### src/rtl/pong_pkg.sv
// Shared types and playfield geometry for the pong ball logic.
package pong_pkg;

  typedef enum logic [1:0] {
    ST_IDLE  = 2'd0,
    ST_PLAY  = 2'd1,
    ST_POINT = 2'd2,
    ST_OVER  = 2'd3
  } ball_state_t;

  localparam logic DIR_POS = 1'b0;  // right / down
  localparam logic DIR_NEG = 1'b1;  // left / up

  localparam int H_MAX    = 1023;
  localparam int V_MAX    = 767;
  localparam int BALL_R   = 10;
  localparam int PAD_L_X  = 32;
  localparam int PAD_R_X  = 991;
  localparam int PAD_HALF = 48;

endpackage

### src/rtl/ball_tick_gen.sv
// Loadable down-counter producing a one-cycle motion tick every TICK_DIV cycles of run.
module ball_tick_gen #(
  parameter int TICK_DIV = 1_000_000
) (
  input  logic pclk,
  input  logic reset,
  input  logic run,
  input  logic reload,
  output logic tick
);

  localparam int CW = $clog2(TICK_DIV);
  localparam logic [CW-1:0] LOAD = CW'(TICK_DIV - 1);

  logic [CW-1:0] cnt_q;

  assign tick = run && !reload && (cnt_q == '0);

  always_ff @(posedge pclk) begin
    if (reset || reload) begin
      cnt_q <= LOAD;
    end else if (run) begin
      cnt_q <= (cnt_q == '0) ? LOAD : cnt_q - 1'b1;
    end
  end

endmodule

### src/rtl/ball_motion_ctl.sv
// Pong ball controller: serve/play/point/over sequencing, tick-driven motion, bounces and scoring.
// Optional BALL_SPEEDUP_EN raises the step by one every fourth paddle hit (max 4).
module ball_motion_ctl #(
  parameter int H_MAX      = pong_pkg::H_MAX,
  parameter int V_MAX      = pong_pkg::V_MAX,
  parameter int BALL_R     = pong_pkg::BALL_R,
  parameter int PAD_L_X    = pong_pkg::PAD_L_X,
  parameter int PAD_R_X    = pong_pkg::PAD_R_X,
  parameter int PAD_HALF   = pong_pkg::PAD_HALF,
  parameter int TICK_DIV   = 1_000_000,
  parameter int POINT_HOLD = 64,
  parameter int SCORE_MAX  = 9
) (
  input  logic        pclk,
  input  logic        reset,
  input  logic        serve,
  input  logic [11:0] pad_l_y,
  input  logic [11:0] pad_r_y,
  output logic [11:0] x_pos,
  output logic [11:0] y_pos,
  output logic        in_play,
  output logic        point_l,
  output logic        point_r,
  output logic [3:0]  score_l,
  output logic [3:0]  score_r,
  output logic        game_over
);

  import pong_pkg::*;

  localparam logic [12:0] HM  = 13'(H_MAX);
  localparam logic [12:0] VM  = 13'(V_MAX);
  localparam logic [12:0] R13 = 13'(BALL_R);
  localparam logic [12:0] PL  = 13'(PAD_L_X);
  localparam logic [12:0] PR  = 13'(PAD_R_X);
  localparam logic [12:0] PH  = 13'(PAD_HALF);
  localparam logic [11:0] X_CTR = 12'((H_MAX + 1) / 2);
  localparam logic [11:0] Y_CTR = 12'((V_MAX + 1) / 2);
  localparam logic [3:0]  S_MAX = 4'(SCORE_MAX);
  localparam int HW = (POINT_HOLD > 1) ? $clog2(POINT_HOLD) : 1;
  localparam logic [HW-1:0] HOLD_LAST = HW'(POINT_HOLD - 1);

  ball_state_t   state_q, state_d;
  logic [11:0]   x_q, x_d, y_q, y_d;
  logic          dx_q, dx_d, dy_q, dy_d;
  logic [3:0]    score_l_q, score_l_d, score_r_q, score_r_d;
  logic          point_l_q, point_l_d, point_r_q, point_r_d;
  logic [HW-1:0] hold_q, hold_d;
  logic [2:0]    step;
  logic          tick;
  logic          hold_done;

  ball_tick_gen #(.TICK_DIV(TICK_DIV)) u_tick (
    .pclk   (pclk),
    .reset  (reset),
    .run    ((state_q == ST_PLAY) || (state_q == ST_POINT)),
    .reload ((state_q == ST_IDLE) || (state_q == ST_OVER)),
    .tick   (tick)
  );

  // All geometry compares are 13 bits wide so sums near the field edge cannot wrap.
  logic [12:0] x13, y13, s13, dist_l, dist_r;
  logic        hit_r, hit_l;

  assign x13    = {1'b0, x_q};
  assign y13    = {1'b0, y_q};
  assign s13    = {10'd0, step};
  assign dist_r = (y_q >= pad_r_y) ? y13 - {1'b0, pad_r_y} : {1'b0, pad_r_y} - y13;
  assign dist_l = (y_q >= pad_l_y) ? y13 - {1'b0, pad_l_y} : {1'b0, pad_l_y} - y13;
  assign hit_r  = (x13 + R13 + s13 >= PR) && (x13 + R13 <= PR) && (dist_r <= PH + R13);
  assign hit_l  = (x13 <= PL + R13 + s13) && (x13 >= PL + R13) && (dist_l <= PH + R13);
  assign hold_done = (hold_q == HOLD_LAST);

  always_comb begin
    state_d   = state_q;
    x_d       = x_q;
    y_d       = y_q;
    dx_d      = dx_q;
    dy_d      = dy_q;
    score_l_d = score_l_q;
    score_r_d = score_r_q;
    point_l_d = 1'b0;
    point_r_d = 1'b0;
    hold_d    = hold_q;
    case (state_q)
      ST_IDLE: begin
        x_d    = X_CTR;
        y_d    = Y_CTR;
        hold_d = '0;
        if (serve) state_d = ST_PLAY;
      end
      ST_PLAY: begin
        if (tick) begin
          if (dy_q == DIR_POS) begin
            if (y13 + R13 + s13 >= VM) begin
              y_d  = 12'(VM - R13);
              dy_d = DIR_NEG;
            end else begin
              y_d = y_q + {9'd0, step};
            end
          end else begin
            if (y13 < R13 + s13) begin
              y_d  = 12'(R13);
              dy_d = DIR_POS;
            end else begin
              y_d = y_q - {9'd0, step};
            end
          end
          // On a miss dx is aimed at the scorer now; the ball stays frozen until recentred.
          if (dx_q == DIR_POS) begin
            if (hit_r) begin
              x_d  = 12'(PR - R13);
              dx_d = DIR_NEG;
            end else if (x13 + R13 + s13 >= HM) begin
              x_d       = 12'(HM - R13);
              dx_d      = DIR_NEG;
              point_l_d = 1'b1;
              score_l_d = (score_l_q == S_MAX) ? score_l_q : score_l_q + 4'd1;
              state_d   = ST_POINT;
            end else begin
              x_d = x_q + {9'd0, step};
            end
          end else begin
            if (hit_l) begin
              x_d  = 12'(PL + R13);
              dx_d = DIR_POS;
            end else if (x13 <= R13 + s13) begin
              x_d       = 12'(R13);
              dx_d      = DIR_POS;
              point_r_d = 1'b1;
              score_r_d = (score_r_q == S_MAX) ? score_r_q : score_r_q + 4'd1;
              state_d   = ST_POINT;
            end else begin
              x_d = x_q - {9'd0, step};
            end
          end
        end
      end
      ST_POINT: begin
        if (tick) begin
          if (hold_done) begin
            x_d     = X_CTR;
            y_d     = Y_CTR;
            hold_d  = '0;
            state_d = ((score_l_q == S_MAX) || (score_r_q == S_MAX)) ? ST_OVER : ST_IDLE;
          end else begin
            hold_d = hold_q + 1'b1;
          end
        end
      end
      default: ;
    endcase
  end

  always_ff @(posedge pclk) begin
    if (reset) begin
      state_q   <= ST_IDLE;
      x_q       <= X_CTR;
      y_q       <= Y_CTR;
      dx_q      <= DIR_POS;
      dy_q      <= DIR_POS;
      score_l_q <= '0;
      score_r_q <= '0;
      point_l_q <= 1'b0;
      point_r_q <= 1'b0;
      hold_q    <= '0;
    end else begin
      state_q   <= state_d;
      x_q       <= x_d;
      y_q       <= y_d;
      dx_q      <= dx_d;
      dy_q      <= dy_d;
      score_l_q <= score_l_d;
      score_r_q <= score_r_d;
      point_l_q <= point_l_d;
      point_r_q <= point_r_d;
      hold_q    <= hold_d;
    end
  end

`ifdef BALL_SPEEDUP_EN
  logic [2:0] hit_cnt_q;
  logic [2:0] step_q;
  logic       paddle_hit;

  assign paddle_hit = (state_q == ST_PLAY) && tick &&
                      (((dx_q == DIR_POS) && hit_r) || ((dx_q == DIR_NEG) && hit_l));

  always_ff @(posedge pclk) begin
    if (reset) begin
      hit_cnt_q <= '0;
      step_q    <= 3'd1;
    end else if ((state_q == ST_POINT) && tick && hold_done) begin
      hit_cnt_q <= '0;
      step_q    <= 3'd1;
    end else if (paddle_hit) begin
      hit_cnt_q <= hit_cnt_q + 3'd1;
      if ((hit_cnt_q[1:0] == 2'b11) && (step_q != 3'd4)) step_q <= step_q + 3'd1;
    end
  end

  assign step = step_q;
`else
  assign step = 3'd1;
`endif

  assign x_pos     = x_q;
  assign y_pos     = y_q;
  assign in_play   = (state_q == ST_PLAY);
  assign game_over = (state_q == ST_OVER);
  assign point_l   = point_l_q;
  assign point_r   = point_r_q;
  assign score_l   = score_l_q;
  assign score_r   = score_r_q;

endmodule

### config.mk
export PLATFORM = sky130hd
export DESIGN_NAME = ball_motion_ctl
export DESIGN_NICKNAME = d
export VERILOG_FILES = /design/src/rtl/pong_pkg.sv /design/src/rtl/ball_tick_gen.sv /design/src/rtl/ball_motion_ctl.sv
export SDC_FILE = /design/constraint.sdc
export NUM_CORES = 1
export LEC_CHECK = 0
export CORE_ASPECT_RATIO = 1.75
export CORE_MARGIN = 1.5
export CORE_UTILIZATION = 28
export DETAILED_ROUTE_END_ITERATION = 10
export PLACE_DENSITY = 0.51
export SLEW_MARGIN = 20
export SYNTH_ARGS = -nofsm -noshare
export SYNTH_HDL_FRONTEND = slang
export SYNTH_HIERARCHICAL = 1
export SYNTH_SLANG_ARGS = --single-unit
### constraint.sdc
create_clock -name pclk -period 5 [get_ports pclk]
set_input_delay 1.5 -clock pclk [delete_from_list [all_inputs] [get_ports pclk]]
set_output_delay 1.5 -clock pclk [all_outputs]
set_load 0.05 [all_outputs]
After elaboration in Yosys (flattened, before gate mapping)
Index checks and enable logic that the tools add are counted.
{"block": "totals", "register_bits": 64, "input_bits": 27, "out_inout_bits": 36, "elab_cells": 125}
{"block": "op_classes", "add_sub_neg": 16, "magnitude_cmp": 12, "eq_ne": 14, "muxes": 42, "n_bitwise": 7, "n_reduce_logical": 23}
{"operator": "$mux W12", "count": 14}
{"operator": "$pmux W12 S3", "count": 2}
{"operator": "$sub A12 B12 Y13", "count": 4}
{"operator": "$ge A13 B10 Y1 const B", "count": 3}
{"operator": "$add A12 B4 Y13 const B", "count": 2}
{"operator": "$add A13 B1 Y13 const B", "count": 2}
{"operator": "$le A13 B6 Y1 const B", "count": 2}
{"operator": "$mux W13", "count": 2}
{"operator": "$add A12 B1 Y12 const B", "count": 2}
{"operator": "$ge A12 B12 Y1", "count": 2}
{"operator": "$sub A12 B1 Y12 const B", "count": 2}
{"operator": "$logic_not A20 Y1", "count": 1}
{"operator": "$mux W2", "count": 10}
{"operator": "$mux W20", "count": 1}
{"operator": "$sub A20 B1 Y20 const B", "count": 1}
{"operator": "$le A13 B10 Y1 const B", "count": 1}
{"operator": "$ge A12 B6 Y1 const B", "count": 1}
{"operator": "$le A12 B4 Y1 const B", "count": 1}
{"operator": "$le A12 B6 Y1 const B", "count": 1}
{"operator": "$lt A12 B4 Y1 const B", "count": 1}
{"operator": "$mux W6", "count": 2}
{"operator": "$pmux W6 S2", "count": 1}
{"operator": "$reduce_and A6 Y1", "count": 2}
{"operator": "$reduce_or A5 Y1", "count": 2}
{"operator": "other kinds (23)", "count": 52}

Depth between registers and ports, before layout
{"block": "logic_depth", "depth_word": 9, "ltp_mapped": 17, "depth_no_buf": 14}

Hierarchy
The synthesis kept the hierarchy.
{"module": "ball_motion_ctl", "n_inst": 1, "cells_each": 869, "area_per_inst_um2": 6374.9, "seq_area_each_um2": 880.8}
{"module": "ball_tick_gen", "n_inst": 1, "cells_each": 109, "area_per_inst_um2": 974.7, "seq_area_each_um2": 400.4}

Least setup slack after synthesis
No wires, ideal clock.
{"block": "synth_path", "kind": "input-to-reg", "start": "input port pad_r_y[9]", "end": "register x_q[3], in the netlist x_pos[3]", "setup_time_ns": 0.120, "arrival_time_ns": 4.228, "required_time_ns": 4.880, "slack_ns": 0.652, "cell_stages": 13, "path_buffers": 1, "path_cell_list": "inv_1 > ha_1 > clkbuf_8 > nand3_4 > or4_4 > o211a_2 > o2111ai_1 > o21ai_1 > nor4b_2 > o2111ai_2 > o41ai_4 > a221oi_2 > a211o_1"}
{"block": "synth_between", "elab_chain_len": 8, "word_cells_on_any_way": 10, "cone_classes": "add/sub: 2; order compare: 2; mux: 5; reduce/logical: 1"}
{"element": "start, declared", "line_no": "ball_motion_ctl.sv:18", "rtl": "input logic [11:0] pad_r_y,"}
{"element": "$sub A12 B12 Y13 / $ge A12 B12 Y1 (equally long branches)", "line_no": "ball_motion_ctl.sv:68", "rtl": "assign dist_r = (y_q >= pad_r_y) ? y13 - {1'b0, pad_r_y} : {1'b0, pad_r_y} - y13;"}
{"element": "$mux W13 *", "line_no": "ball_motion_ctl.sv:68"}
{"element": "$le A13 B6 Y1 *", "line_no": "ball_motion_ctl.sv:70", "rtl": "assign hit_r = (x13 + R13 + s13 >= PR) && (x13 + R13 <= PR) && (dist_r <= PH + R13);"}
{"element": "$logic_and A1 B1 Y1 *", "line_no": "ball_motion_ctl.sv:70"}
{"element": "$mux W12 *", "line_no": "ball_motion_ctl.sv:111", "rtl": "if (hit_r) begin"}
{"element": "$mux W12 *", "line_no": "ball_motion_ctl.sv:110", "rtl": "if (dx_q == DIR_POS) begin"}
{"element": "$mux W12 *", "line_no": "ball_motion_ctl.sv:93", "rtl": "if (tick) begin"}
{"element": "$pmux W12 S3 *", "line_no": "ball_motion_ctl.sv:85", "rtl": "case (state_q)"}
{"element": "end signal, assigned", "line_no": "ball_motion_ctl.sv:158", "rtl": "x_q <= X_CTR;"}
{"element": "end signal, assigned", "line_no": "ball_motion_ctl.sv:169", "rtl": "x_q <= x_d;"}
{"element": "end, declared", "line_no": "ball_motion_ctl.sv:44", "rtl": "logic [11:0] x_q, x_d, y_q, y_d;"}
Mark *: on every way between the ends. The rest lies on a longest branch, timed or not. The select of a mux whose other input is x is not followed.
A chain may end at the register's enable or synchronous reset.

Worst setup path in the final report
{"block": "layout_path", "start": "input port pad_r_y[6]", "end": "register x_q[3], in the netlist x_pos[3]"}
The elaborated chain is that of the path after synthesis.

==> flow_summary.yaml <==
critical_path:
  timing_worst_setup_path_type: "in -> reg"
  crit_required_ns: 5.23
  end_kind: "flop"
  crit_path_start_kind: "input port"
  rr_startpoint: "y_pos[0]"
  cp.arrival_ns: 5.04
  crit_fanout: 8
  r2r.worst_path.cells: 14
  setup.worst_path.start: "pad_r_y[6]"
routing:
  drt_iter0_markers: 472
  vias: 7885
  ant_nets: 0
  totalWireLength_um: 26880
  first_pass_iters: 5
  routed_via_density: 5.537
  drc_errors: 0
  wl_per_cell_um: 18.87
final_layout:
  mostFrequentLayoutCell: "buf_4"
  final_cell_mix: "buf_4, nor2_1, nand2_1, a21oi_1, ha_1"
  design_area_um2: 9109
  area_growth_pct: 23.94
  num-fill-cells: 2735
  nets: 1201
  diodes: 0
  finalNonFillerCells: 1424
  drive_gt1_share_pct: 15.31
  final_util_pct: 35.22
run:
  maxCapViolations: 0
clock_tree:
  cts_tree: "yes"
  clk_pin_slew_ns: 0.06
  clock-sinks: 64
  cts_buffer_depth: 2
  htree_levels: 3
  clock_latency_ns: 0.34
  cts-root-buf: "clkbuf_16"
  numCtsBuffers: 9
  hold_buffers: 0
place:
  placedCellCount: 1408
  port-buffer-count: 62
  hpwl_um: 21820
  placed_area_um2: 8835
  place.gp.congestion: 0.9520
floorplan:
  fp.dieW_um: 125.5
  dieArea_um2: 27270
  core_um2: 25860
  io_pins: 63
  start_util_pct: 28.42
  die_h_um: 217.3
  rows: 78
synth:
  async_flop_share_pct: 0
  synth_top_area_share_pct: 17.43
  yosysUniqueCellTypes: 100
  synth_top_cell_by_area: "dfxtp_1"
  ys_ff_latch: 64
  synth_area_um2: 7350
  synth_cells: 978
  ys_seq_area_share_pct: 17.43
  synth.area.top_cells: "dfxtp_1, ha_1, a21oi_1"
  avgSynthCellArea_um2: 7.515
  ys.warnings.count: 6
  synth.net_count: 1080
  synth_edf_count: 0
  synth_flop_cell: "dfxtp_1"
global_routing:
  grt_max_degree: 23
  first_global_vias: 8028
  antenna_found_initial: 0
  grt_usage_pct: 19.42
  grt_pass1_wl_um: 42180
  grt.overflow.total: 0
power_and_ir_drop:
  power_density_nw_per_um2: 178.9
  peakVddDrop_mv: 0.1692
  p_leak_uw: 0.003694
  total_power_uw: 1630
timing:
  relSlewSlack_pct: 46.33
  rsz0062_at_grt: "no"
  hold_violations: 0
  slew_violations: 0
  max_freq_mhz: 207.8
  min_period_ns: 4.812
  finalSetupViolCount: 0
  worstMarginPinSlew_ns: 0.8029
  skew_ns: 0.01220
  period_share_pct: 96.24
run_status:
  outcome: "finished, final reports clean"
worst_hold_path:
  hold_path.startpoint: "hold_q[5]"
  min_path_type: "reg -> reg"
  worstHoldPathCells: 2
-- cells in the mapped netlist, drive strengths merged, types with 22 or more instances --
cell type / number
xnor2: 30
buf: 23
nand4: 22
nor3: 25
inv: 67
nand2: 81
nand3: 42
o21ai: 67
ha: 71
xor2: 22
dfxtp: 64
clkbuf: 32
a21oi: 78
nor2: 85
-- worst max-delay path: stages --
cell and delay (ns):
clkdlybuf4s50_1 0.53, inv_1 0.06, ha_1 0.37, a21o_2 0.24
a31oi_2 0.26, buf_4 0.18, o211a_2 0.31, nand4b_1 0.19
nand3_1 0.12, and3b_1 0.17, o2111ai_2 0.23, o41ai_4 0.34
buf_4 0.21, a221oi_2 0.07, a211o_1 0.28
-- final cells by class --
type                            instances  area [µm²]  area share, %
Timing Repair Buffer                  165        1394          15.30
Clock inverter                          3       17.52         0.1923
Sequential cell                        64        1281          14.07
Tap cell                              320       400.4          4.396
Multi-Input combinational cell        792        5514          60.54
Inverter                               67       251.5          2.761
Clock buffer                           13       250.2          2.747
-- kinds of logic (layout without fill, tap and decap cells) --
group,count (synthesis),in the layout,share of synthesized area [%]
AND/OR/NAND/NOR,353,353,25.45
flip-flops,64,64,17.43
XOR/XNOR,52,52,6.554
multiplexers,8,8,1.107
adder cells (fa/ha/maj),75,75,13.18
AO/OA/AOI/OAI,304,304,28.58
buffers and inverters,122,248,7.695
-- state kept, by name, summed over array words and instances (netlist names) --
name,cells
hold_q,6
score_r,4
y_pos,12
point_l,1
u_tick/cnt_q,20
dy_q,1
score_l,4
point_r,1
state_q,2
x_pos,12
dx_q,1
-- where the power goes --
part | switching, µW | leakage, µW | internal [µW] | total (µW)
clock network | 229 | 0.000130 | 348 | 576
logic | 323 | 0.00305 | 196 | 519
registers | 15.3 | 0.000516 | 519 | 534
total | 567 | 0.00369 | 1060 | 1630
-- per-layer routing --
layer	vias to the layer above	share of wire, %	GRT usage (%)
li1	3818	-	-
met5	-	0	0
met1	3714	36	18.78
met3	100	3.7	2.507
met4	0	6.8	12.77
met2	253	54	37.74
-- worst paths after layout --
check | to | slack (ns)
setup / recovery | x_pos[3] | 0.19
hold / removal | hold_q[5] | 0.50
setup reg to reg | x_pos[9] | 0.98
hold reg to reg | hold_q[5] | 0.50
-- through the flow --
stage	setup TNS (ns)	setup WS, ns	hold slack, ns
2_1_floorplan	0	0.6521	0.4587
3_3_place_gp	-1.380	-0.2082	0.4790
3_5_place_dp	-1.455	-0.2105	0.4854
4_1_cts	0	0.1343	0.4975
5_1_grt	0	0.03697	0.5386
6_report	0	0.1878	0.4988
-- what timing repair did --
| action | 4_1_cts | 5_1_grt |
|---|---|---|
| setup endpoints to repair | 0 | 3 |
| setup buffers | 0 | 0 |
| resized for setup | 0 | 1 |
| endpoints found under the hold margin | 0 | 0 |
Power figures use the tool's default switching activity.
